**config.mk**
```make
export PLATFORM = sky130hd
export DESIGN_NAME = key_debounce_pulse_flat
export DESIGN_NICKNAME = d
export VERILOG_FILES = /design/src/rtl/key_debounce_pulse_if.sv /design/src/rtl/key_debounce_pulse.sv /design/src/flat_wrapper.sv
export SDC_FILE = /design/constraint.sdc
export NUM_CORES = 1
export LEC_CHECK = 0
export ABC_AREA = 1
export CORE_MARGIN = 4
export CORE_UTILIZATION = 54
export DETAILED_ROUTE_END_ITERATION = 7
export MAX_ROUTING_LAYER = met4
export PLACE_DENSITY = 0.75
export SLEW_MARGIN = 20
export SYNTH_ARGS = -nofsm -noshare
export SYNTH_HDL_FRONTEND = slang
export SYNTH_SLANG_ARGS = --single-unit
```
**constraint.sdc**
```tcl
create_clock -name clk -period 1.4 [get_ports clk]
set_input_delay 0.28 -clock clk [delete_from_list [all_inputs] [get_ports clk]]
set_output_delay 0.28 -clock clk [all_outputs]
set_load 0.01 [all_outputs]
```
**src/rtl/key_debounce_pulse_if.sv**
```systemverilog
// key_debounce_pulse_if: push-button conditioner signal bundle.
//   key   : raw push-button, active-low, asynchronous to clk
//   level : debounced pressed state, 1 = pressed
//   pulse : one-cycle strobe per accepted press (and per repeat when enabled)
// master drives key and observes outputs; slave is the conditioner itself.
interface key_debounce_pulse_if;
    logic key;
    logic level;
    logic pulse;

    modport master (output key, input level, input pulse);
    modport slave  (input key, output level, output pulse);
endinterface

```
**src/rtl/key_debounce_pulse.sv**
```systemverilog
// key_debounce_pulse: conditions a raw, bouncing, active-low push-button into a
// clean pressed level and a one-cycle pulse usable as a counter enable.
// Two-FF synchronizer followed by a debounce FSM with a consecutive-sample counter.
// Ports:
//   clk       : board clock, all state updates on posedge
//   clr       : asynchronous, active-high reset
//   bus.key   : raw push-button, active-low (0 = pressed)
//   bus.level : debounced pressed state, registered
//   bus.pulse : registered one-cycle strobe on each accepted press
// Optional feature: define KEY_REPEAT_EN for auto-repeat pulses while held.
module key_debounce_pulse #(
    parameter int unsigned DEBOUNCE_CYCLES = 500000,
    parameter int unsigned CNT_W           = 20,
    parameter int unsigned REPEAT_DELAY    = 25000000,
    parameter int unsigned REPEAT_PERIOD   = 5000000,
    parameter int unsigned RPT_W           = 25
) (
    input  logic                 clk,
    input  logic                 clr,
    key_debounce_pulse_if.slave  bus
);

    localparam logic [1:0] IDLE         = 2'd0;
    localparam logic [1:0] PRESS_WAIT   = 2'd1;
    localparam logic [1:0] HELD         = 2'd2;
    localparam logic [1:0] RELEASE_WAIT = 2'd3;

    localparam logic [CNT_W-1:0] CNT_LAST = CNT_W'(DEBOUNCE_CYCLES - 1);
    localparam longint unsigned  RPT_MAX  = (REPEAT_DELAY > REPEAT_PERIOD) ?
                                            64'(REPEAT_DELAY) : 64'(REPEAT_PERIOD);

    // Elaboration-time parameter sanity checks
    if (DEBOUNCE_CYCLES < 2) begin : g_bad_debounce
        $error("DEBOUNCE_CYCLES must be >= 2");
    end
    if ((64'(1) << CNT_W) <= 64'(DEBOUNCE_CYCLES)) begin : g_bad_cnt_w
        $error("CNT_W too narrow for DEBOUNCE_CYCLES");
    end
    if ((64'(1) << RPT_W) <= RPT_MAX) begin : g_bad_rpt_w
        $error("RPT_W too narrow for repeat timing");
    end

    logic [1:0]       sync_q;
    logic             p;
    logic [1:0]       state, next_state;
    logic [CNT_W-1:0] cnt, cnt_next;
    logic             level_q, level_next;
    logic             pulse_q, pulse_next;

`ifdef KEY_REPEAT_EN
    localparam logic [RPT_W-1:0] RD_LAST = RPT_W'(REPEAT_DELAY - 1);
    localparam logic [RPT_W-1:0] RP_LAST = RPT_W'(REPEAT_PERIOD - 1);
    logic [RPT_W-1:0] rc, rc_next;
    logic             rpt_phase, rpt_phase_next;   // 0: waiting first delay, 1: periodic
`endif

    // Two-FF synchronizer; resets to the released level
    always_ff @(posedge clk or posedge clr) begin
        if (clr) sync_q <= 2'b11;
        else     sync_q <= {sync_q[0], bus.key};
    end

    assign p = ~sync_q[1];

    // State and output registers
    always_ff @(posedge clk or posedge clr) begin
        if (clr) begin
            state   <= IDLE;
            cnt     <= '0;
            level_q <= 1'b0;
            pulse_q <= 1'b0;
        end else begin
            state   <= next_state;
            cnt     <= cnt_next;
            level_q <= level_next;
            pulse_q <= pulse_next;
        end
    end

`ifdef KEY_REPEAT_EN
    // Auto-repeat counter registers
    always_ff @(posedge clk or posedge clr) begin
        if (clr) begin
            rc        <= '0;
            rpt_phase <= 1'b0;
        end else begin
            rc        <= rc_next;
            rpt_phase <= rpt_phase_next;
        end
    end
`endif

    // Next-state, counter and output decode
    always_comb begin
        next_state = state;
        cnt_next   = cnt;
        pulse_next = 1'b0;
        case (state)
            IDLE: begin
                if (p) begin
                    next_state = PRESS_WAIT;
                    cnt_next   = CNT_W'(1);
                end
            end
            PRESS_WAIT: begin
                if (!p) begin
                    next_state = IDLE;
                    cnt_next   = '0;
                end else if (cnt == CNT_LAST) begin
                    next_state = HELD;
                    cnt_next   = '0;
                    pulse_next = 1'b1;
                end else begin
                    cnt_next   = cnt + CNT_W'(1);
                end
            end
            HELD: begin
                if (!p) begin
                    next_state = RELEASE_WAIT;
                    cnt_next   = CNT_W'(1);
                end
            end
            RELEASE_WAIT: begin
                if (p) begin
                    next_state = HELD;
                    cnt_next   = '0;
                end else if (cnt == CNT_LAST) begin
                    next_state = IDLE;
                    cnt_next   = '0;
                end else begin
                    cnt_next   = cnt + CNT_W'(1);
                end
            end
            default: begin
                next_state = IDLE;
                cnt_next   = '0;
            end
        endcase

`ifdef KEY_REPEAT_EN
        // Repeat timing runs only across cycles that stay in HELD; any exit or
        // fresh entry restarts at the initial-delay phase.
        rc_next        = '0;
        rpt_phase_next = 1'b0;
        if (state == HELD && next_state == HELD) begin
            if (rc == (rpt_phase ? RP_LAST : RD_LAST)) begin
                pulse_next     = 1'b1;
                rpt_phase_next = 1'b1;
            end else begin
                rc_next        = rc + RPT_W'(1);
                rpt_phase_next = rpt_phase;
            end
        end
`endif

        level_next = (next_state == HELD) || (next_state == RELEASE_WAIT);
    end

    assign bus.level = level_q;
    assign bus.pulse = pulse_q;

endmodule

```
**src/flat_wrapper.sv**
```systemverilog
// flat-port wrapper written by rule: the top's interface ports become plain ports
module key_debounce_pulse_flat 
#(
    parameter int unsigned DEBOUNCE_CYCLES = 500000,
    parameter int unsigned CNT_W           = 20,
    parameter int unsigned REPEAT_DELAY    = 25000000,
    parameter int unsigned REPEAT_PERIOD   = 5000000,
    parameter int unsigned RPT_W           = 25
)
  (clk, clr, bus_key, bus_level, bus_pulse);
  key_debounce_pulse_if bus_i ();
  input  logic clk;
  input  logic clr;
  input wire logic [$bits(bus_i.key)-1:0] bus_key;
  output wire logic [$bits(bus_i.level)-1:0] bus_level;
  output wire logic [$bits(bus_i.pulse)-1:0] bus_pulse;
  assign bus_i.key = bus_key;
  assign bus_level = bus_i.level;
  assign bus_pulse = bus_i.pulse;
  key_debounce_pulse #(.DEBOUNCE_CYCLES(DEBOUNCE_CYCLES), .CNT_W(CNT_W), .REPEAT_DELAY(REPEAT_DELAY), .REPEAT_PERIOD(REPEAT_PERIOD), .RPT_W(RPT_W)) u_core (.clk(clk), .clr(clr), .bus(bus_i));
endmodule
```
**Yosys cells after proc, flatten, opt, wreduce, memory -nomap -nowiden**

Cells that the tools add are included.

- Register bits after elaboration: 26
- Input bits: 3
- Output and inout port bits: 2

- Add/sub/neg operators: 1
- Equal/unequal tests: 8
- Muxes and demuxes: 16
- Reductions and logical operators: 3

Operators with widths:

| cell | number |
|---|---|
| $mux 20 | 5 |
| $pmux 20 s4 | 1 |
| $add 20x1->20 const B | 1 |
| $eq 20x19->1 const B | 1 |
| $mux 2 | 6 |
| $eq 2x2->1 const B | 4 |
| $pmux 2 s4 | 1 |
| $mux 1 | 3 |
| $eq 2x1->1 const B | 1 |
| $logic_not 2->1 | 1 |
| $ne 2x1->1 const B | 1 |
| $ne 2x2->1 const B | 1 |
| $reduce_and 2->1 | 1 |
| $logic_or 1x1->1 | 1 |

**Longest topological paths before layout**

Gate-level depths: netlist (run 1).

- Depth in word-level cells: 6
- Gate-level depth with buffers: 10
- Gate-level depth less buffers: 10

**Worst setup path after synthesis (run 1)**

OpenSTA, ideal clock, no wires.

- Kind: reg-to-reg
- From: register u_core.cnt[0]
- To: register u_core.cnt[7]
- Setup time: 0.118 ns
- Arrival time: 1.297 ns
- Data required time: 1.282 ns
- Path slack: -0.016 ns
- Stages on the path, launching flop included: 10
- Path buffers: 1
- Cells stage by stage: dfrtp_1 -> ha_1 -> nand3_1 -> nor3_2 -> nand3_2 -> nand2_2 -> nand2_4 -> inv_2 -> buf_6 -> nor2_1

- Cells in the longest elaborated chain, start to end: 4

Ends and longest elaborated chain:

| element | RTL line | text |
|---|---|---|
| start, declared | key_debounce_pulse.sv:46 | `logic [CNT_W-1:0] cnt, cnt_next;` |
| start signal, assigned | key_debounce_pulse.sv:74 | `cnt <= cnt_next;` |
| $add 20x1->20 / $eq 20x19->1 (equally long branches) | - |  |
| $mux 20 (*) | key_debounce_pulse.sv:109, key_debounce_pulse.sv:127 |  |
| $mux 20 (on tied branches) | key_debounce_pulse.sv:124, key_debounce_pulse.sv:106 |  |
| $pmux 20 s4 (*) | key_debounce_pulse.sv:98 | `case (state)` |

Every way passes the cells marked *; elsewhere a longest branch is shown, timed or not.
A chain may end at the register's enable or synchronous reset.

**Worst setup path in the final report (run 1)**

- From: register u_core.cnt[1]
- To: register u_core.cnt[9]

Same word-level chain as after synthesis.

==> results.py, run 1 <==
metrics = {
    "detailed_routing": {
        "wl_per_cell_um": 14.1,
        "first_pass_iters": 5,
        "vias": 1317,
        "totalWireLength_mm": 3.47,
        "vias_per_cell": 5.35,
        "ant_nets": 0,
        "post-route-drc-count": 0,
        "drt_iter0_drc": 45,
    },
    "pwr": {
        "p_leak_uw": 0.000928,
        "ir_worst_vdd_uv": 603,
        "p_per_area_mw_per_mm2": 751,
    },
    "critical_path": {
        "reg2reg_from": "u_core.cnt[1]$_DFFE_PP0P_",
        "crit_path_top_delay_cell": "dfrtp_1",
        "start_kind": "register",
        "critical_path_peak_fanout": 3,
        "worstPathArrival_ns": 1.76,
        "slowest_delay_ns": 0.45,
        "rrSetupSlack_ns": -0.1,
        "worstPathCellList": "buf_6 -> nand3_4 -> nor2_4 -> nand2_4 -> inv_1 -> nand2_1 -> xnor2_1 -> nand2_2 -> inv_1",
        "crit_required_ns": 1.66,
        "critPathMostFrequentCell": "inv_1",
        "criticalPathCategory": "reg -> reg",
        "crit_path_end_kind": "register",
        "worst_r2r_path_depth": 9,
        "crit_family": "simple AND/OR/NAND/NOR gates",
        "cp_num_buf_inv": 3,
        "regToRegEndpoint": "u_core.cnt[9]$_DFFE_PP0P_",
    },
    "clock_tree": {
        "path_clk_slew_ns": 0.14,
        "cts_max_path_buffers": 2,
        "cts_buffers": 3,
        "cts_tree": "done",
        "cts-root-buf": "clkbuf_4",
        "cts_sinks": 26,
        "cts_hold_buf": 0,
        "htree_levels": 1,
        "worstSkewPairLatency_ns": 0.31,
    },
    "timing": {
        "min_period_ns": 1.50,
        "min_period_over_period": 1.07,
        "fmax_mhz": 668,
        "hold_viol_final": 0,
        "worstMarginPinSlew_ns": 0.297,
        "drv_slew": 0,
        "final.setup_skew_ns": 0.00212,
        "final-setup-viol-count": 20,
        "fin_ws_ns": -0.0976,
        "rsz0062_at_grt": "true",
        "max-slew-margin-rel": 0.800,
    },
    "placed_design": {
        "place_ws_ns": -0.0830,
        "io_buffer_count": 4,
        "gp_congestion": 0.950,
        "post-place-cells": 237,
        "dp_hpwl_mm": 2.31,
    },
    "floorplan": {
        "die_y_um": 59.4,
        "coreArea_mm2": 0.00250,
        "rows": 18,
        "die_w_um": 59.4,
        "start_util": 0.570,
        "ioPinCount": 5,
        "die_area_mm2": 0.00352,
    },
    "cells_and_area": {
        "layout_commonest_cell": "nand2_1",
        "syn_to_final_growth_pct": 36.4,
        "layout_common_cells": "nand2_1, nor2_1, buf_4",
        "regArea_um2": 654,
        "drive_gt1_frac": 0.361,
        "multiInputGateArea_um2": 805,
        "antenna_cells": 0,
        "final_net_count": 221,
        "fillCellCount": 152,
        "fin_util": 0.778,
        "stdcell_count": 246,
    },
    "global_route": {
        "grt_max_degree": 17,
        "grt-ovfl-total": 0,
        "grt_pass1_vias": 1258,
        "grt_first_pass_wirelength_mm": 5.35,
        "grt_antenna_before_repair": 0,
        "grt_usage": 0.206,
    },
    "yosys": {
        "synth_warnings": 0,
        "syn_inst": 179,
        "ys_types": 28,
        "avgSynthCellArea_um2": 7.96,
        "synth_seq_cells": 26,
        "synthesis.nets": 183,
        "synth_area_leader_cell": "dfrtp_1",
        "ys_seq_area_frac": 0.458,
        "synth_top_area_frac": 0.421,
        "synthTopCellsByArea": "dfrtp_1, nand2_1, nor2_1",
        "synth_area_mm2": 0.00143,
    },
    "run_status": {
        "violations": "negative setup slack",
        "status": "complete, but fails checks",
    },
    "job": {
        "drv_cap": 0,
    },
    "hold_path": {
        "hold_path.class": "in -> async",
    },
}
==> state kept, by name, summed over array words and instances, names as in the netlist <==
| register | flops |
|---|---|
| u_core.state | 2 |
| u_core.cnt | 20 |
| u_core.bus.pulse | 1 |
| u_core.sync_q | 2 |
| u_core.bus.level | 1 |
==> where the power goes <==
group | internal, uW | switching [uW] | leakage, uW
clock network | 289 | 217 | 0.0000279
logic | 78.0 | 89.3 | 0.000552
registers | 768 | 19.7 | 0.000349
==> worst max path at each step <==
stage	startpoint	slack, ns	end	cells past startpoint
after floorplan	u_core.cnt[0]$_DFFE_PP0P_	0.008	u_core.cnt[7]$_DFFE_PP0P_	9
after CTS	u_core.cnt[0]$_DFFE_PP0P_	-0.07	u_core.cnt[16]$_DFFE_PP0P_	8
after global placement	u_core.cnt[12]$_DFFE_PP0P_	-0.01	u_core.cnt[12]$_DFFE_PP0P_	8
after global routing	u_core.cnt[1]$_DFFE_PP0P_	-0.19	u_core.cnt[9]$_DFFE_PP0P_	9
final	u_core.cnt[1]$_DFFE_PP0P_	-0.1	u_core.cnt[9]$_DFFE_PP0P_	9
after detailed placement	u_core.sync_q[1]$_DFF_PP1_	-0.08	u_core.cnt[10]$_DFFE_PP0P_	8
==> routing by layer <==
metal | track usage | vias up | share of wire
met5 | - | - | 0
met4 | 0.0680 | 0 | 0.026
met3 | 0.0196 | 12 | 0.035
met2 | 0.365 | 48 | 0.53
met1 | 0.241 | 627 | 0.41
li1 | - | 630 | -
==> kinds of logic after synthesis <==
group                    count (synthesis)  share of synthesized area
adder cells (fa/ha/maj)                  1                    0.00878
AND/OR/NAND/NOR                        103                      0.351
XOR/XNOR                                 9                     0.0553
flip-flops                              26                      0.458
buffers and inverters                   30                     0.0843
AO/OA/AOI/OAI                           10                     0.0421
==> synthesized netlist by cell type, drive strengths merged <==
master,instances
nor4,1
nand4,3
nand3,12
dfstp,2
a211oi,1
inv,29
o21ai,6
xor2,5
nand2,42
dfrtp,24
ha,1
nor3,9
or2,1
nor2,35
xnor2,4
buf,1
a21oi,3
==> tightest hold or removal path: cells and delay by family <==
family   cells  cell delay (ns)
buf+inv      3             0.64
==> per-stage QoR <==
stage	instance area, um^2	setup TNS [ns]	hold WS (ns)	total power (uW)
6_report	1940	-0.902	0.246	1460
2_1_floorplan	1430	0	0.284	860
5_1_grt	1940	-2.79	0.248	1530
3_3_place_gp	1680	-0.0519	0.348	905
3_5_place_dp	1680	-0.630	0.356	909
4_1_cts	1830	-0.272	0.234	1440
==> layout make-up <==
class                      instances  area share
multi-input combinational        123       0.414
inverter                          29      0.0624
clock buffer                       3      0.0116
clock inverter                     1      0.0154
timing repair buffer              34       0.141
sequential                        26       0.337
tap                               30      0.0193
==> timing repair <==
item,CTS,global route
gates resized for setup,22,19
setup endpoints to repair,19,24
setup buffers,1,4
pin swaps,5,13
(Power assumes the default switching activity.)
==> run 2, diff against run 1 <==
CAP_MARGIN = 20   (was default)
CORE_UTILIZATION = 50   (was 54)
PLACE_DENSITY = 0.7   (was 0.75)
SKIP_CTS_REPAIR_TIMING = 1   (was default)
==> run 2 against run 1 <==
Compared with the run above:
- the run still ends with negative setup slack left
- utilization fell by 7.3 points
- sequential share of layout area increased by 0.48 points
- cell area shrank 0.84%
- routed wire length fell by 8.2%
- clock-buffer cell count did not move
- sequential cell count stayed put
==> results.py, run 2 (same netlist as run 1, synthesis figures left out) <==
metrics = {
    "detailed_routing": {
        "vias": 1236,
        "wl_per_cell_um": 13.1,
        "post-route-drc-count": 0,
        "vias_per_cell": 5.09,
        "drt_iter0_drc": 59,
        "totalWireLength_mm": 3.19,
        "first_pass_iters": 4,
        "ant_nets": 0,
    },
    "clock_tree": {
        "worstSkewPairLatency_ns": 0.32,
        "cts_tree": "done",
        "cts_max_path_buffers": 2,
        "cts_sinks": 26,
        "path_clk_slew_ns": 0.15,
        "cts-root-buf": "clkbuf_4",
        "htree_levels": 1,
        "cts_buffers": 3,
    },
    "critical_path": {
        "worst_r2r_path_depth": 10,
        "start_kind": "register",
        "crit_required_ns": 1.63,
        "regToRegEndpoint": "u_core.cnt[19]$_DFFE_PP0P_",
        "cp-startpoint": "u_core.cnt[5]$_DFFE_PP0P_",
        "worstPathArrival_ns": 1.71,
        "crit_path_end_kind": "register",
        "critical_path_peak_fanout": 6,
        "worstPathCellList": "buf_4 -> nand2_2 -> nor2_4 -> nand3_4 -> nor2_4 -> nand2_4 -> nor2_2 -> nand2_1 -> nand2_1 -> nor2_1",
        "criticalPathCategory": "reg -> reg",
        "rrSetupSlack_ns": -0.08,
        "slowest_delay_ns": 0.45,
        "reg2reg_from": "u_core.cnt[5]$_DFFE_PP0P_",
        "crit_path_top_delay_cell": "dfrtp_2",
    },
    "job": {
        "drv_cap": 0,
    },
    "timing": {
        "max-slew-margin-rel": 0.734,
        "worstMarginPinSlew_ns": 0.396,
        "drv_slew": 0,
        "rsz0062_at_grt": "true",
        "fin_ws_ns": -0.0820,
        "min_period_ns": 1.48,
        "final-setup-viol-count": 22,
        "holdWs_ns": 0.251,
        "fmax_mhz": 675,
        "hold_viol_final": 0,
        "min_period_over_period": 1.06,
        "final.setup_skew_ns": 0.00347,
    },
    "global_route": {
        "grt_usage": 0.166,
        "grt_max_degree": 17,
        "grt_first_pass_wirelength_mm": 4.49,
        "grt_pass1_vias": 1086,
        "grt-ovfl-total": 0,
        "grt_antenna_before_repair": 0,
    },
    "run_status": {
        "status": "complete, but fails checks",
        "violations": "negative setup slack",
    },
    "placed_design": {
        "dp_hpwl_mm": 2.14,
        "gp_congestion": 0.951,
        "dpl-instance-area_mm2": 0.00166,
        "io_buffer_count": 4,
    },
    "cells_and_area": {
        "reg_top3": "u_core.cnt: 20 flops, u_core.state: 2 flops, u_core.sync_q: 2 flops",
        "largest_reg_flops": 20,
        "antenna_cells": 0,
        "layout_common_cells": "nand2_1, nor2_1, inv_1",
        "final_net_count": 217,
        "largest-register": "u_core.cnt",
        "stdcell_area_mm2": 0.00193,
        "layout_commonest_cell": "nand2_1",
        "fillCellCount": 208,
        "drive_gt1_frac": 0.377,
        "syn_to_final_growth_pct": 35.3,
    },
    "pwr": {
        "p_per_area_mw_per_mm2": 757,
        "p_leak_uw": 0.000929,
        "ir_worst_vdd_uv": 601,
    },
    "floorplan": {
        "rows": 19,
        "ioPinCount": 5,
        "die_w_um": 61.4,
        "coreArea_mm2": 0.00273,
        "die_y_um": 61.4,
        "die_area_mm2": 0.00377,
        "start_util": 0.521,
    },
    "hold_path": {
        "hold_path.class": "in -> async",
    },
}
run 2: cell type report:
cell class	instances	area, um^2	share of cell area
inverter	29	124	0.0642
clock buffer	3	22.5	0.0117
tap	31	38.8	0.0201
timing repair inverter	1	11.3	0.00584
clock inverter	1	30.0	0.0156
sequential	26	658	0.341
timing repair buffer	28	229	0.119
multi-input combinational	124	815	0.422
run 2: worst max-delay path by stage:
stage | end | slack [ns] | cells after the start
4_1_cts | u_core.cnt[12]$_DFFE_PP0P_ | -0.12 | 8
6_report | u_core.cnt[19]$_DFFE_PP0P_ | -0.08 | 10
3_5_place_dp | u_core.cnt[12]$_DFFE_PP0P_ | -0.09 | 8
2_1_floorplan | u_core.cnt[7]$_DFFE_PP0P_ | 0.008 | 9
3_3_place_gp | u_core.cnt[13]$_DFFE_PP0P_ | -0.04 | 8
5_1_grt | u_core.state[1]$_DFF_PP0_ | -0.18 | 6
run 2: power by group:
part	internal (uW)	leakage, uW	switching [uW]	total [uW]
clock network	289	0.0000279	227	516
logic	69.8	0.000558	89.6	159
registers	768	0.000344	15.1	783
total	1130	0.000929	332	1460
run 2: metal layers:
layer | GRT usage | share of wire
met4 | 0.0455 | 0.024
met2 | 0.284 | 0.50
met5 | - | 0
met3 | 0.0252 | 0.037
met1 | 0.203 | 0.44
run 2: worst max-delay path, delay by kind of cell, from the launching register on:
family | cells | cell delay (ns)
simple gates | 9 | 0.82
flops | 1 | 0.45
buf+inv | 1 | 0.13
run 2: through the flow:
stage               std cells  total power [uW]  TNS (ns)   util  setup WS, ns
floorplan                 179               860         0      -       0.00791
global placement          234               902    -0.305  0.605       -0.0380
detailed placement        234               905    -0.910  0.605       -0.0890
CTS                       238              1420     -1.54  0.625        -0.119
global route              243              1520     -3.04  0.705        -0.182
finish                    243              1460    -0.792  0.705       -0.0820
==> run 3, diff against run 2 <==
--- a/config.mk
+++ b/config.mk
@@ -10,6 +10,5 @@
 export CORE_MARGIN = 4
-export CORE_UTILIZATION = 50
+export CORE_UTILIZATION = 39
 export DETAILED_ROUTE_END_ITERATION = 7
 export MAX_ROUTING_LAYER = met4
-export PLACE_DENSITY = 0.7
 export SKIP_CTS_REPAIR_TIMING = 1
==> constraint.sdc (replaced) <==
create_clock -name clk -period 1.4 [get_ports clk]
set_input_delay 0.21 -clock clk [delete_from_list [all_inputs] [get_ports clk]]
set_output_delay 0.21 -clock clk [all_outputs]
set_load 0.01 [all_outputs]
==> run 3 against run 2 <==
Compared with the run above:
- sequential cell count did not move
- clock-buffer cell count did not move
- critical path depth shrank 1
- sequential share of layout area decreased by 1.0 points
- via count up 4.0%
- first-iteration DRC count increased by 5.1%
- clock skew rose by 0.00096 ns
- non-clock buffer count up 7
- critical path type unchanged
- register-to-register slack lost 0.04 ns
- sequential power barely moved
- critical endpoint is now u_core.cnt[9]$_DFFE_PP0P_
- the flow still finishes with violations (negative setup slack)
==> results.py, run 3 (same netlist as run 1, synthesis figures left out) <==
metrics = {
    "global_route": {
        "grt_usage": 0.157,
        "grt_max_degree": 19,
        "grt-ovfl-total": 0,
        "grt_first_pass_wirelength_mm": 5.26,
        "grt_antenna_before_repair": 0,
        "grt_pass1_vias": 1252,
    },
    "clock_tree": {
        "cts-root-buf": "clkbuf_8",
        "path_clk_slew_ns": 0.09,
        "cts_sinks": 26,
        "cts_max_path_buffers": 2,
        "cts_buffers": 3,
        "worstSkewPairLatency_ns": 0.27,
        "htree_levels": 1,
        "cts_tree": "done",
    },
    "run_status": {
        "violations": "negative setup slack",
        "status": "complete, but fails checks",
    },
    "cells_and_area": {
        "antenna_cells": 0,
        "final_net_count": 224,
        "stdcell_count": 265,
        "layout_common_cells": "nand2_1, buf_4, nor2_1",
        "largest_reg_flops": 20,
        "largest-register": "u_core.cnt",
        "drive_gt1_frac": 0.365,
        "layout_commonest_cell": "nand2_1",
        "syn_to_final_growth_pct": 39.0,
        "reg_top3": "u_core.cnt: 20 flops, u_core.state: 2 flops, u_core.sync_q: 2 flops",
    },
    "critical_path": {
        "worstPathArrival_ns": 1.70,
        "criticalPathCategory": "reg -> reg",
        "critical_path_peak_fanout": 5,
        "worst_r2r_path_depth": 9,
        "start_kind": "register",
        "crit_required_ns": 1.58,
        "crit_path_end_kind": "register",
    },
    "floorplan": {
        "ioPinCount": 5,
        "coreArea_mm2": 0.00344,
        "die_y_um": 68.5,
        "start_util": 0.414,
        "die_w_um": 68.5,
        "rows": 21,
        "die_area_mm2": 0.00469,
    },
    "placed_design": {
        "io_buffer_count": 4,
        "gp_congestion": 0.921,
        "place_ws_ns": -0.121,
        "post-place-cells": 251,
        "dp_hpwl_mm": 2.36,
    },
    "timing": {
        "min_period_ns": 1.52,
        "final-setup-viol-count": 20,
        "max-slew-margin-rel": 0.758,
        "hold_viol_final": 0,
        "min_period_over_period": 1.09,
        "rsz0062_at_grt": "true",
        "final.setup_skew_ns": 0.00443,
        "fmax_mhz": 657,
        "fin_ws_ns": -0.122,
        "drv_slew": 0,
        "worstMarginPinSlew_ns": 0.362,
    },
    "detailed_routing": {
        "vias": 1286,
        "drt_iter0_drc": 62,
        "post-route-drc-count": 0,
        "totalWireLength_mm": 3.40,
        "vias_per_cell": 4.85,
        "first_pass_iters": 5,
        "ant_nets": 0,
        "wl_per_cell_um": 12.8,
    },
    "job": {
        "drv_cap": 0,
    },
    "hold_path": {
        "hold_path.class": "in -> async",
    },
    "pwr": {
        "ir_worst_vdd_uv": 622,
        "p_leak_uw": 0.000918,
        "p_per_area_mw_per_mm2": 791,
    },
}
-- run 3: worst paths after layout --
path                                            startpoint                    endpoint  slack (ns)
max in group asynchronous                              clr   u_core.cnt[5]$_DFFE_PP0P_        0.78
worst max-delay path             u_core.cnt[4]$_DFFE_PP0P_   u_core.cnt[9]$_DFFE_PP0P_       -0.12
min in group clk                                   bus_key  u_core.sync_q[0]$_DFF_PP1_        0.33
worst max register to register   u_core.cnt[4]$_DFFE_PP0P_   u_core.cnt[9]$_DFFE_PP0P_       -0.12
worst min-delay path                                   clr  u_core.cnt[18]$_DFFE_PP0P_        0.19
worst min register to register  u_core.sync_q[0]$_DFF_PP1_  u_core.sync_q[1]$_DFF_PP1_        0.36
-- run 3: cell type report --
| cell class | instances | area (um^2) |
|---|---|---|
| clock inverters | 1 | 30.0 |
| inverters | 29 | 116 |
| well taps | 46 | 57.6 |
| clock buffers | 3 | 41.3 |
| fillers | 293 | 1460 |
| repair inverters | 1 | 11.3 |
| multi-input cells | 124 | 773 |
| flip-flops and latches | 26 | 656 |
| repair buffers | 35 | 295 |
-- run 3: stage by stage --
stage | hold WS [ns] | util | instance area [um^2] | total power (uW) | TNS (ns)
6_report | 0.194 | 0.575 | 1980 | 1570 | -1.20
5_1_grt | 0.226 | 0.575 | 1980 | 1640 | -2.81
4_1_cts | 0.195 | 0.515 | 1770 | 1530 | -1.58
3_5_place_dp | 0.351 | 0.494 | 1700 | 908 | -1.34
3_3_place_gp | 0.347 | 0.494 | 1700 | 904 | -0.740
2_1_floorplan | 0.214 | - | 1430 | 860 | 0
-- run 3: where the power goes --
group / switching (uW) / internal (uW)
clock network: 236 / 383
registers: 15.3 / 767
logic: 89.6 / 75.7
total: 341 / 1230
-- run 3: critical path: stages (launching register included) --
cell and delay (ns):
dfrtp_1 0.42, buf_4 0.15, nand4_1 0.12, nor2_1 0.15, nand3_2 0.16, nand2_4 0.14, nand2_8 0.08, buf_6 0.12
nand2_2 0.05, inv_1 0.03
-- run 3: metal layers --
layer	track usage	vias to the layer above	routed length [um]	share of wire
li1	-	637	-	-
met1	0.190	619	1520	0.45
met2	0.249	21	1710	0.50
met3	0.0411	9	100	0.029
met4	0.0620	0	65	0.019
met5	-	-	0	0
